[config.mk]
export PLATFORM = sky130hd
export DESIGN_NAME = seq_magnitude_comparator
export DESIGN_NICKNAME = d
export VERILOG_FILES = /design/src/rtl/alu_cmp_pkg.sv /design/src/rtl/seq_magnitude_comparator_digit.sv /design/src/rtl/seq_magnitude_comparator.sv
export SDC_FILE = /design/constraint.sdc
export NUM_CORES = 1
export LEC_CHECK = 0
export ABC_AREA = 1
export BUFFER_PORTS_ARGS = -buffer_cell sky130_fd_sc_hd__buf_2
export CORE_ASPECT_RATIO = 1.25
export CORE_MARGIN = 2
export CORE_UTILIZATION = 52
export CTS_BUF_LIST = sky130_fd_sc_hd__clkbuf_16
export CTS_CLUSTER_SIZE = 30
export DETAILED_ROUTE_END_ITERATION = 8
export PLACE_DENSITY_LB_ADDON = 0.05
export SLEW_MARGIN = 10
export SYNTH_ARGS = -nofsm -noshare
export SYNTH_HDL_FRONTEND = slang
export SYNTH_HIERARCHICAL = 1
export SYNTH_SLANG_ARGS = --single-unit
[constraint.sdc]
create_clock -name clk -period 2.2 [get_ports clk]
set_clock_uncertainty 0.2 [all_clocks]
set_input_delay 0.22 -clock clk [delete_from_list [all_inputs] [get_ports clk]]
set_output_delay 0.22 -clock clk [all_outputs]
set_load 0.1 [all_outputs]
[src/rtl/alu_cmp_pkg.sv]
// -----------------------------------------------------------------------------
// alu_cmp_pkg
//
// Shared definitions for the sequential magnitude comparator in the Mini ALU
// compare path.
//
// Contents:
//   cmp_state_t  - comparator FSM states (IDLE, SCAN)
//   CMP_LT/EQ/GT - one-hot result encoding, bit order {lt, eq, gt}
//   calc_ndig    - number of DIGIT-wide digits in a WIDTH-bit operand
//   calc_idx_w   - width of a digit index able to address calc_ndig digits
// -----------------------------------------------------------------------------
package alu_cmp_pkg;

  typedef enum logic {
    IDLE = 1'b0,
    SCAN = 1'b1
  } cmp_state_t;

  // One-hot result vector, packed as {lt, eq, gt}.
  localparam logic [2:0] CMP_LT = 3'b100;
  localparam logic [2:0] CMP_EQ = 3'b010;
  localparam logic [2:0] CMP_GT = 3'b001;

  function automatic int calc_ndig(input int width, input int digit);
    return width / digit;
  endfunction

  // A single-digit operand still needs a 1-bit index register.
  function automatic int calc_idx_w(input int ndig);
    return (ndig > 1) ? $clog2(ndig) : 1;
  endfunction

endpackage

[src/rtl/seq_magnitude_comparator_digit.sv]
// -----------------------------------------------------------------------------
// cmp_digit
//
// Combinational unsigned comparator for one DIGIT-wide slice of the operands.
//
// Ports:
//   a_i      [DIGIT-1:0] in   slice of operand A
//   b_i      [DIGIT-1:0] in   slice of operand B
//   diff_o               out  slices differ
//   a_lt_b_o             out  slice A < slice B (unsigned)
// -----------------------------------------------------------------------------
module cmp_digit #(
  parameter int DIGIT = 2
) (
  input  logic [DIGIT-1:0] a_i,
  input  logic [DIGIT-1:0] b_i,
  output logic             diff_o,
  output logic             a_lt_b_o
);

  assign diff_o   = (a_i != b_i);
  assign a_lt_b_o = (a_i < b_i);

endmodule

[src/rtl/seq_magnitude_comparator.sv]
// -----------------------------------------------------------------------------
// seq_magnitude_comparator
//
// Multi-cycle magnitude comparator. Operands are captured on an accepted
// start, then compared MSB-first one DIGIT-wide digit per clock; the scan
// stops at the first differing digit. Flags and the per-bit less-than vector
// are registered and held until the next accepted start.
//
// Parameters:
//   WIDTH  operand width (>= 2, integer multiple of DIGIT)
//   DIGIT  bits examined per SCAN cycle
//
// Ports:
//   clk          in   clock, rising edge
//   rst          in   asynchronous, active-high reset
//   start        in   compare request, sampled only in IDLE
//   signed_mode  in   two's-complement compare (only with SEQ_CMP_SIGNED_EN)
//   in1 [W-1:0]  in   operand A, captured with start
//   in2 [W-1:0]  in   operand B, captured with start
//   busy         out  high while scanning
//   done         out  one-cycle pulse when lt/eq/gt become valid
//   lt/eq/gt     out  A < B / A == B / A > B
//   y   [W-1:0]  out  ~in1 & in2 of the captured raw operands
//
// Build option: define SEQ_CMP_SIGNED_EN to add the signed_mode input.
// -----------------------------------------------------------------------------
module seq_magnitude_comparator
  import alu_cmp_pkg::*;
#(
  parameter int WIDTH = 6,
  parameter int DIGIT = 2
) (
  input  logic             clk,
  input  logic             rst,
  input  logic             start,
`ifdef SEQ_CMP_SIGNED_EN
  input  logic             signed_mode,
`endif
  input  logic [WIDTH-1:0] in1,
  input  logic [WIDTH-1:0] in2,
  output logic             busy,
  output logic             done,
  output logic             lt,
  output logic             eq,
  output logic             gt,
  output logic [WIDTH-1:0] y
);

  localparam int NDIG = calc_ndig(WIDTH, DIGIT);
  localparam int IDXW = calc_idx_w(NDIG);
  localparam logic [IDXW-1:0] IDX_TOP = IDXW'(NDIG - 1);

  cmp_state_t       state_q;
  logic [WIDTH-1:0] a_q;
  logic [WIDTH-1:0] b_q;
  logic [WIDTH-1:0] y_q;
  logic [IDXW-1:0]  idx_q;
  logic [2:0]       res_q;
  logic             busy_q;
  logic             done_q;

  logic [WIDTH-1:0] a_d;
  logic [WIDTH-1:0] b_d;
  logic [WIDTH-1:0] y_d;
  logic [WIDTH-1:0] flip_d;

  // Signed compare: flipping both MSBs maps two's-complement order onto
  // unsigned order, so the scan datapath stays purely unsigned.
`ifdef SEQ_CMP_SIGNED_EN
  localparam logic [WIDTH-1:0] MSB_MASK = {1'b1, {(WIDTH-1){1'b0}}};
  assign flip_d = signed_mode ? MSB_MASK : '0;
`else
  assign flip_d = '0;
`endif

  assign a_d = in1 ^ flip_d;
  assign b_d = in2 ^ flip_d;

  // y always reflects the raw operands, independent of signed correction.
  for (genvar gi = 0; gi < WIDTH; gi++) begin : g_ybit
    assign y_d[gi] = ~in1[gi] & in2[gi];
  end

  // Split the captured operands into digits; the scan selects one by idx_q.
  logic [DIGIT-1:0] a_dig [NDIG];
  logic [DIGIT-1:0] b_dig [NDIG];

  for (genvar gi = 0; gi < NDIG; gi++) begin : g_digit
    assign a_dig[gi] = a_q[gi*DIGIT +: DIGIT];
    assign b_dig[gi] = b_q[gi*DIGIT +: DIGIT];
  end

  logic dig_diff;
  logic dig_lt;

  cmp_digit #(
    .DIGIT (DIGIT)
  ) u_cmp_digit (
    .a_i      (a_dig[idx_q]),
    .b_i      (b_dig[idx_q]),
    .diff_o   (dig_diff),
    .a_lt_b_o (dig_lt)
  );

  always_ff @(posedge clk or posedge rst) begin
    if (rst) begin
      state_q <= IDLE;
      a_q     <= '0;
      b_q     <= '0;
      y_q     <= '0;
      idx_q   <= '0;
      res_q   <= '0;
      busy_q  <= 1'b0;
      done_q  <= 1'b0;
    end else begin
      // done is a single-cycle pulse unless a decision is made below.
      done_q <= 1'b0;
      case (state_q)
        IDLE: begin
          if (start) begin
            a_q     <= a_d;
            b_q     <= b_d;
            y_q     <= y_d;
            idx_q   <= IDX_TOP;
            res_q   <= '0;
            busy_q  <= 1'b1;
            state_q <= SCAN;
          end
        end
        SCAN: begin
          // start is deliberately ignored here.
          if (dig_diff) begin
            res_q   <= dig_lt ? CMP_LT : CMP_GT;
            done_q  <= 1'b1;
            busy_q  <= 1'b0;
            state_q <= IDLE;
          end else if (idx_q == '0) begin
            res_q   <= CMP_EQ;
            done_q  <= 1'b1;
            busy_q  <= 1'b0;
            state_q <= IDLE;
          end else begin
            idx_q <= idx_q - 1'b1;
          end
        end
        default: begin
          busy_q  <= 1'b0;
          state_q <= IDLE;
        end
      endcase
    end
  end

  assign busy = busy_q;
  assign done = done_q;
  assign lt   = res_q[2];
  assign eq   = res_q[1];
  assign gt   = res_q[0];
  assign y    = y_q;

endmodule

==> results.txt, run 1 <==
----------------------------------------------------
[Status]
  Status ... completed

[Finish]
  Cell Count, Final, Fillers Out ... 200
  Share of layout cells above drive strength 1 ... 26.0%
  Layout Nets ... 189
  Antenna diode instance count ... 0
  Post-synthesis to final-layout area growth ... 23.5%

[GRT]
  Remaining global-route overflow ... 0
  Number of antenna violations at the first check in global routing ... 0
  Gr usage total ... 21.1%
  Via count of the first global-routing pass ... 1014
  Wire length of the first global-routing pass ... 4150 um
  Pin count of the biggest net entering global routing ... 27

[STA]
  Max Clk Rate ... 498 MHz
  Portion of the clock cycle consumed by the worst path in the final layout ... 91.2%
  Number of max-slew violations in the final report ... 0
  Slew at the pin closest to its max-slew limit ... 0.484 ns
  Slew Limit Headroom ... 67.9%
  RSZ-0062 raised after global routing ... yes
  Number of endpoints failing setup at the final stage ... 0
  Final period demand of the worst path ... 2.01 ns
  Hold Violations, Final ... 0

[CTS]
  Clock net sink count ... 26
  H-tree depth ... 1
  CTS Buffer Depth ... 2
  Clock tree from TritonCTS ... yes
  Total CTS buffers ... 3
  Post-CTS Repair Setup Buffers ... 0
  Post-CTS clock slew at the launch and capture registers of the worst setup and hold paths ... 0.06 ns
  Clock Tree Root ... clkbuf_16
  Worst-Skew Late Latency ... 0.25 ns

[Route]
  Count of TritonRoute iterations in the first routing pass ... 4
  Via density per instance ... 4.87
  Drt initial violations ... 19
  Detail Route met2 WL ... 1240 um
  DRT Wirelength ... 2290 um
  Number of remaining DRC errors ... 0
  Antenna viol nets, final ... 0
  WL/cell ... 11.5 um
  Vias after detailed routing ... 974
  Top layer used by detailed routing ... met4
  Met1 routed wirelength after detailed routing ... 962 um
  Amount of wire on met3 after detailed routing ... 53 um

[Synth]
  Dominant cells by area after synthesis ... dfrtp_1, nand2_1, o21ai_0
  Number of nets produced by synthesis ... 155
  Top cell type by total area after synthesis ... dfrtp_1
  Warnings, synthesis ... 6
  Number of synthesized flops with an enable pin ... 0
  Area share of the leading cell type in the synthesized netlist ... 54.3%
  Ranking of synthesized cells by instance count ... nand2_1, dfrtp_1, inv_1, o21ai_0, nand3_1
  Register area share after synthesis ... 54.3%
  Gate Count Post-Synth ... 137
  Post-synth ARST share ... 100%
  Main synth FF type ... dfrtp_1
  Post-synthesis register bit count ... 26
  Most repeated cell in the gate-level netlist after synthesis ... nand2_1
  Post-synthesis instance area ... 0.00120 mm2
  Syn_area_per_cell ... 8.75 um2
  Number of distinct standard cells referenced by the synthesized netlist ... 14

[Critical path]
  Max Fanout on Critical Path ... 9
  Required time at the worst-slack endpoint ... 2.19 ns
  Type of element launching the critical path ... flip-flop
  Length in cells of the worst reg-to-reg path ... 11
  Crit end category ... flip-flop
  Start-to-end type of the worst setup path ... flip-flop to flip-flop
  Arrival time of the worst setup path ... 2.00 ns

[Floorplanning]
  Die area ... 0.00271 mm2
  Core Region ... 0.00219 mm2
  # rows ... 19
  Count of pins on the block boundary ... 26
  Initial Util ... 54.8%
  Die Y-Extent ... 57.7 um
  Die boundary width ... 46.9 um

[Place]
  Routability congestion estimate ... 0.835
  Dpl cells ... 190
  Dpl hpwl ... 1630 um
  Port Buffers ... 25

[Min path]
  Worst hold stages ... 3
  Type of the tightest min-delay check ... input port to flip-flop

[Job]
  Max-capacitance violation count ... 0

----------------------------------------------------
==> final timing paths <==
check | from | endpoint | slack (ns)
max in group asynchronous | rst | idx_q[0]$_DFFE_PP0P_ | 1.18
min in group asynchronous | rst | y[2]$_DFFE_PP0P_ | 0.35
worst min register to register | busy$_DFFE_PP0P_ | busy$_DFFE_PP0P_ | 0.26
worst max-delay path | idx_q[0]$_DFFE_PP0P_ | res_q[2]$_DFFE_PP0P_ | 0.19
worst max register to register | idx_q[0]$_DFFE_PP0P_ | res_q[2]$_DFFE_PP0P_ | 0.19
worst min-delay path | in2[4] | b_q[4]$_DFFE_PP0P_ | 0.01
==> per-stage QoR <==
| step | hold slack, ns | util [%] | cell area (um2) | setup WS (ns) | setup TNS, ns |
|---|---|---|---|---|---|
| floorplan | 0.0600 | - | 1200 | 0.337 | 0 |
| global placement | 0.0796 | 60.8 | 1330 | 0.218 | 0 |
| detailed placement | 0.0891 | 60.8 | 1330 | 0.131 | 0 |
| CTS | 0.0106 | 67.4 | 1470 | 0.113 | 0 |
| global route | 0.0370 | 67.7 | 1480 | -0.0161 | -0.0282 |
| finish | 0.0119 | 67.7 | 1480 | 0.193 | 0 |
==> repair_timing <==
item,4_1_cts,5_1_grt
hold buffers,7,0
endpoints found under the hold margin,35,0
setup endpoints to repair,0,5
resized for setup,0,4
==> logic make-up after synthesis <==
| group | after synthesis | synth area share (%) |
|---|---|---|
| adders and majority gates | 3 | 3.13 |
| buffers and inverters | 22 | 9.08 |
| DFF | 26 | 54.3 |
| AOI/OAI and AO/OA | 22 | 11.4 |
| and+or+nand+nor | 64 | 22.1 |
==> worst max-delay path: stages, from the launching register on <==
cell and delay [ns]:
dfrtp_2 0.45, inv_4 0.11, nand2_1 0.07, o21ai_0 0.14, inv_1 0.06, ha_1 0.30
nand2_1 0.10, nor2_1 0.17, nand2_2 0.11, nand2_1 0.12, nand2_1 0.06, nand2_1 0.05
==> flip-flops by register name, indices dropped and copies added (netlist names) <==
name / count
res_q: 3
idx_q: 2
done: 1
state_q: 1
b_q: 6
a_q: 6
busy: 1
y: 6
==> layout by cell type (no fill, tap or decap) <==
cell           synthesis  routed
ha_1                   3       3
clkbuf_16              0       3
inv_4                  0       1
inv_1                 15      14
dlygate4sd3_1          0       7
nand3_1                8       8
o21ai_2                6       6
buf_4                  1       1
o21ai_0               15      15
dfrtp_2                0       1
dfrtp_1               26      25
a21oi_2                1       1
nor2_4                 1       1
nand2_4                1       1
nand2_1               50      49
nand2_2                0       1
nor2_1                 4       4
buf_2                  0      25
inv_2                  3       3
==> layout make-up <==
type,count,area (um2)
flip-flops and latches,26,652
fillers,200,707
inverters,18,70.1
well taps,31,38.8
clock buffers,3,75.1
repair buffers,33,203
multi-input cells,89,442
==> metal layers <==
layer / vias up / global-route usage (%)
li1: 492 / -
met1: 458 / 24.1
met2: 19 / 37.8
met3: 5 / 3.12
met4: 0 / 7.94
met5: - / 0
Power of run 1 is not shown: default switching activity piles up to over one toggle a cycle in this logic, so the estimate is an artifact.
==> run 2: changes to the inputs <==
--- a/config.mk
+++ b/config.mk
@@ -6,9 +6,9 @@
 export NUM_CORES = 1
 export LEC_CHECK = 0
 export ABC_AREA = 1
-export BUFFER_PORTS_ARGS = -buffer_cell sky130_fd_sc_hd__buf_2
+export BUFFER_PORTS_ARGS = -buffer_cell sky130_fd_sc_hd__clkbuf_2
 export CORE_ASPECT_RATIO = 1.25
-export CORE_MARGIN = 2
+export CORE_MARGIN = 5
 export CORE_UTILIZATION = 52
 export CTS_BUF_LIST = sky130_fd_sc_hd__clkbuf_16
 export CTS_CLUSTER_SIZE = 30
==> results.txt, run 2 (synthesized netlist as in run 1, its figures left out) <==
----------------------------------------------------
[Floorplanning]
  Core Region ... 0.00221 mm2
  Count of pins on the block boundary ... 26
  Die boundary width ... 52.9 um
  Initial Util ... 54.2%
  Die Y-Extent ... 63.7 um
  Die area ... 0.00337 mm2
  # rows ... 19

[Min path]
  Type of the tightest min-delay check ... input port to flip-flop

[GRT]
  Global-route track usage on met2 ... 28.3%
  Remaining global-route overflow ... 0
  Number of antenna violations at the first check in global routing ... 0
  Wire length of the first global-routing pass ... 4040 um
  Pin count of the biggest net entering global routing ... 27
  Via count of the first global-routing pass ... 919
  Grt met1 use ... 18.3%
  Global-route layer with the greatest usage ... met2
  Met3 routing resource usage after global routing ... 3.54%
  Gr usage total ... 16.2%

[Critical path]
  Start-to-end type of the worst setup path ... flip-flop to flip-flop
  Critical path's slowest cell ... dfrtp_1
  Critical path buffers and inverters ... 2
  Arrival time of the worst setup path ... 1.99 ns
  Highest cell delay on the worst timing path ... 0.45 ns
  Type of element launching the critical path ... flip-flop
  Most frequent cell on the critical path ... nand2_1
  Worst path cell trace ... inv_4, nand2_1, o21ai_0, inv_1, ha_1, nand2_1, nor2_2, nand2_2, nand3_1, nand2_1
  Crit end category ... flip-flop
  Top delay family on crit path ... simple AND/OR/NAND/NOR gates
  Max Fanout on Critical Path ... 9
  Required time at the worst-slack endpoint ... 2.15 ns

[Place]
  Dpl hpwl ... 1700 um
  Port Buffers ... 25
  Routability congestion estimate ... 0.849

[Route]
  WL/cell ... 11.5 um
  Vias after detailed routing ... 959
  Antenna viol nets, final ... 0
  Drt initial violations ... 26
  DRT Wirelength ... 2310 um
  Via density per instance ... 4.80
  Count of TritonRoute iterations in the first routing pass ... 4
  Number of remaining DRC errors ... 0

[Finish]
  Area used by multi-input combinational logic ... 447 um2
  Commonest non-fill, non-tap cell in the layout ... nand2_1
  Highest-count cells in the layout ignoring fill and taps ... nand2_1, dfrtp_1, clkbuf_2, inv_1, o21ai_0
  Filler instances ... 197
  Antenna diode instance count ... 0
  Post-synthesis to final-layout area growth ... 23.8%
  Share of layout cells above drive strength 1 ... 26.0%
  Layout Nets ... 189
  Flip-flop and latch area ... 651 um2

[CTS]
  Worst-Skew Late Latency ... 0.26 ns
  CTS Buffer Depth ... 2
  Total CTS buffers ... 3
  Clock Tree Root ... clkbuf_16
  H-tree depth ... 1
  Clock net sink count ... 26
  Clock tree from TritonCTS ... yes
  Post-CTS clock slew at the launch and capture registers of the worst setup and hold paths ... 0.06 ns

[STA]
  Max Clk Rate ... 490 MHz
  Slew at the pin closest to its max-slew limit ... 0.542 ns
  RSZ-0062 raised after global routing ... no
  Final period demand of the worst path ... 2.04 ns
  Portion of the clock cycle consumed by the worst path in the final layout ... 92.7%
  Number of max-slew violations in the final report ... 0
  Total Neg Setup Slack ... 0 ns
  Number of endpoints failing setup at the final stage ... 0
  Slew Limit Headroom ... 64.0%
  Hold Violations, Final ... 0

[Status]
  Status ... completed

[Job]
  Max-capacitance violation count ... 0

----------------------------------------------------
[run 2: metal layers]
| metal | vias to the layer above | part of all wire [%] |
|---|---|---|
| li1 | 492 | - |
| met1 | 439 | 42 |
| met2 | 23 | 52 |
| met3 | 5 | 4.7 |
| met4 | 0 | 1.6 |
| met5 | - | 0 |
[run 2: worst register-to-register path, stage by stage, from the launching register on]
cell and delay (ns):
dfrtp_1 0.45, inv_4 0.13, nand2_1 0.07, o21ai_0 0.16, inv_1 0.06, ha_1 0.31, nand2_1 0.12, nor2_2 0.16
nand2_2 0.10, nand3_1 0.09, nand2_1 0.06
[run 2: repair_timing]
item / CTS / global route
hold endpoints to repair: 35 / 0
endpoints found under the setup margin: 0 / 5
setup buffers: 0 / 0
resized for setup: 0 / 5
hold buffers: 7 / 0
[run 2: final timing paths]
path,from,end,slack [ns],cells past startpoint
setup / recovery,idx_q[0]$_DFFE_PP0P_,idx_q[0]$_DFFE_PP0P_,0.16,10
hold / removal,in2[1],y[1]$_DFFE_PP0P_,0.005,3
setup reg to reg,idx_q[0]$_DFFE_PP0P_,idx_q[0]$_DFFE_PP0P_,0.16,10
hold reg to reg,res_q[1]$_DFFE_PP0P_,res_q[1]$_DFFE_PP0P_,0.27,2
max in group asynchronous,rst,busy$_DFFE_PP0P_,1.21,4
min in group asynchronous,rst,y[2]$_DFFE_PP0P_,0.34,4
[run 2: cell type report]
class / instances / area share (%)
multi-input combinational: 89 / 30.1
inverter: 18 / 4.72
clock buffer: 3 / 5.06
sequential: 26 / 43.8
timing repair buffer: 33 / 13.7
tap: 31 / 2.61
[run 2: per-stage QoR]
step	setup slack (ns)	utilization (%)	area (um2)	cells	hold slack, ns
floorplan	0.337	-	1200	137	0.0600
global placement	0.212	60.1	1330	190	0.0634
detailed placement	0.131	60.1	1330	190	0.0718
CTS	0.116	66.7	1470	200	0.00836
global route	0.00962	67.1	1480	200	0.0172
finish	0.160	67.1	1480	200	0.00473
Power of run 2 is left out for the same reason.
==> run 3: changes to the inputs <==
--- a/config.mk
+++ b/config.mk
@@ -13,6 +13,7 @@
 export CTS_BUF_LIST = sky130_fd_sc_hd__clkbuf_16
 export CTS_CLUSTER_SIZE = 30
 export DETAILED_ROUTE_END_ITERATION = 8
+export MAX_ROUTING_LAYER = met4
 export PLACE_DENSITY_LB_ADDON = 0.05
 export SLEW_MARGIN = 10
 export SYNTH_ARGS = -nofsm -noshare
==> results.txt, run 3 (synthesized netlist as in run 1, its figures left out) <==
----------------------------------------------------
[Status]
  Status ... completed

[Route]
  Antenna viol nets, final ... 0
  Via density per instance ... 4.79
  Count of TritonRoute iterations in the first routing pass ... 4
  Number of remaining DRC errors ... 0
  Drt initial violations ... 29
  Vias after detailed routing ... 957
  WL/cell ... 11.5 um
  DRT Wirelength ... 2300 um

[GRT]
  Met3 routing resource usage after global routing ... 3.54%
  Pin count of the biggest net entering global routing ... 27
  Wire length of the first global-routing pass ... 4040 um
  Number of antenna violations at the first check in global routing ... 0
  Global-route track usage on met2 ... 28.3%
  Via count of the first global-routing pass ... 918
  Gr usage total ... 16.6%
  Global-route layer with the greatest usage ... met2
  Grt met1 use ... 18.3%
  Remaining global-route overflow ... 0

[Finish]
  Antenna diode instance count ... 0
  Post-layout instance area ... 0.00148 mm2
  Commonest non-fill, non-tap cell in the layout ... nand2_1
  Share of layout cells above drive strength 1 ... 26.0%
  Highest-count cells in the layout ignoring fill and taps ... nand2_1, dfrtp_1, clkbuf_2, inv_1, o21ai_0
  Area used by multi-input combinational logic ... 447 um2
  Filler instances ... 197
  Flip-flop and latch area ... 651 um2
  Post-synthesis to final-layout area growth ... 23.8%
  Layout Nets ... 189

[STA]
  Slew Limit Headroom ... 64.0%
  Hold Violations, Final ... 0
  RSZ-0062 raised after global routing ... no
  Number of endpoints failing setup at the final stage ... 0
  Portion of the clock cycle consumed by the worst path in the final layout ... 91.9%
  Final period demand of the worst path ... 2.02 ns
  Slew at the pin closest to its max-slew limit ... 0.543 ns
  Total Neg Setup Slack ... 0 ns
  Setup WS post-layout ... 0.179 ns
  Max Clk Rate ... 495 MHz
  Number of max-slew violations in the final report ... 0
  Hold_ws ... 0.00431 ns

[Floorplanning]
  Core Region ... 0.00221 mm2
  Die area ... 0.00337 mm2
  Die Y-Extent ... 63.7 um
  Die boundary width ... 52.9 um
  Initial Util ... 54.2%
  Count of pins on the block boundary ... 26
  # rows ... 19

[Place]
  Dpl hpwl ... 1700 um
  Placed inst area ... 0.00133 mm2
  Setup slack at placement ... 0.131 ns
  Port Buffers ... 25
  Routability congestion estimate ... 0.862

[Critical path]
  Critical path buffers and inverters ... 2
  Arrival time of the worst setup path ... 1.97 ns
  Type of element launching the critical path ... flip-flop
  Worst path cell trace ... inv_4, nand2_1, o21ai_0, inv_1, ha_1, nand2_1, nor2_2, nand2_2, nand3_1, nand2_1
  Most frequent cell on the critical path ... nand2_1
  Required time at the worst-slack endpoint ... 2.15 ns
  Crit end category ... flip-flop
  Max Fanout on Critical Path ... 9
  Flop2flop setup slack ... 0.18 ns
  Top delay family on crit path ... simple AND/OR/NAND/NOR gates
  Start-to-end type of the worst setup path ... flip-flop to flip-flop
  Highest cell delay on the worst timing path ... 0.45 ns
  Critical path's slowest cell ... dfrtp_1

[Min path]
  Type of the tightest min-delay check ... input port to flip-flop

[CTS]
  Clock Tree Root ... clkbuf_16
  Clock tree from TritonCTS ... yes
  Worst-Skew Late Latency ... 0.26 ns
  Clock net sink count ... 26
  CTS Buffer Depth ... 2
  Total CTS buffers ... 3
  H-tree depth ... 1
  Post-CTS clock slew at the launch and capture registers of the worst setup and hold paths ... 0.06 ns

[Job]
  Max-capacitance violation count ... 0

----------------------------------------------------
[run 3: cell counts in the layout (fill, tap and decap cells not counted)]
Identical to the previous run, type by type.
[run 3: through the flow]
stage / util (%) / cells
floorplan: - / 137
global placement: 60.1 / 190
detailed placement: 60.1 / 190
CTS: 66.7 / 200
global route: 67.1 / 200
finish: 67.1 / 200
[run 3: final cells by class]
type	instances	share of cell area, %
Multi-Input combinational cell	89	30.1
Tap cell	31	2.61
Inverter	18	4.72
Sequential cell	26	43.8
Timing Repair Buffer	33	13.7
Clock buffer	3	5.06
[run 3: per-layer routing]
| metal | part of all wire, % | vias to the layer above |
|---|---|---|
| li1 | - | 491 |
| met1 | 42 | 438 |
| met2 | 52 | 23 |
| met3 | 4.9 | 5 |
| met4 | 1.7 | 0 |
| met5 | 0 | - |
[run 3: worst paths after layout]
check | from | endpoint | depth (start not counted)
worst max-delay path | idx_q[0]$_DFFE_PP0P_ | idx_q[0]$_DFFE_PP0P_ | 10
worst min-delay path | in2[1] | y[1]$_DFFE_PP0P_ | 3
worst max register to register | idx_q[0]$_DFFE_PP0P_ | idx_q[0]$_DFFE_PP0P_ | 10
worst min register to register | res_q[1]$_DFFE_PP0P_ | res_q[1]$_DFFE_PP0P_ | 2
max in group asynchronous | rst | idx_q[0]$_DFFE_PP0P_ | 4
min in group asynchronous | rst | y[2]$_DFFE_PP0P_ | 4
[run 3: repair_timing]
item,4_1_cts,5_1_grt
buffers inserted,0,0
resized for setup,0,5
hold buffers,7,0
hold endpoints to repair,35,0
setup endpoints to repair,0,5
[run 3: worst min-delay path, stage by stage]
cell      delay (ns)
clkbuf_2        0.08
nand2_1         0.08
o21ai_2         0.05
Power of run 3 is left out for the same reason.
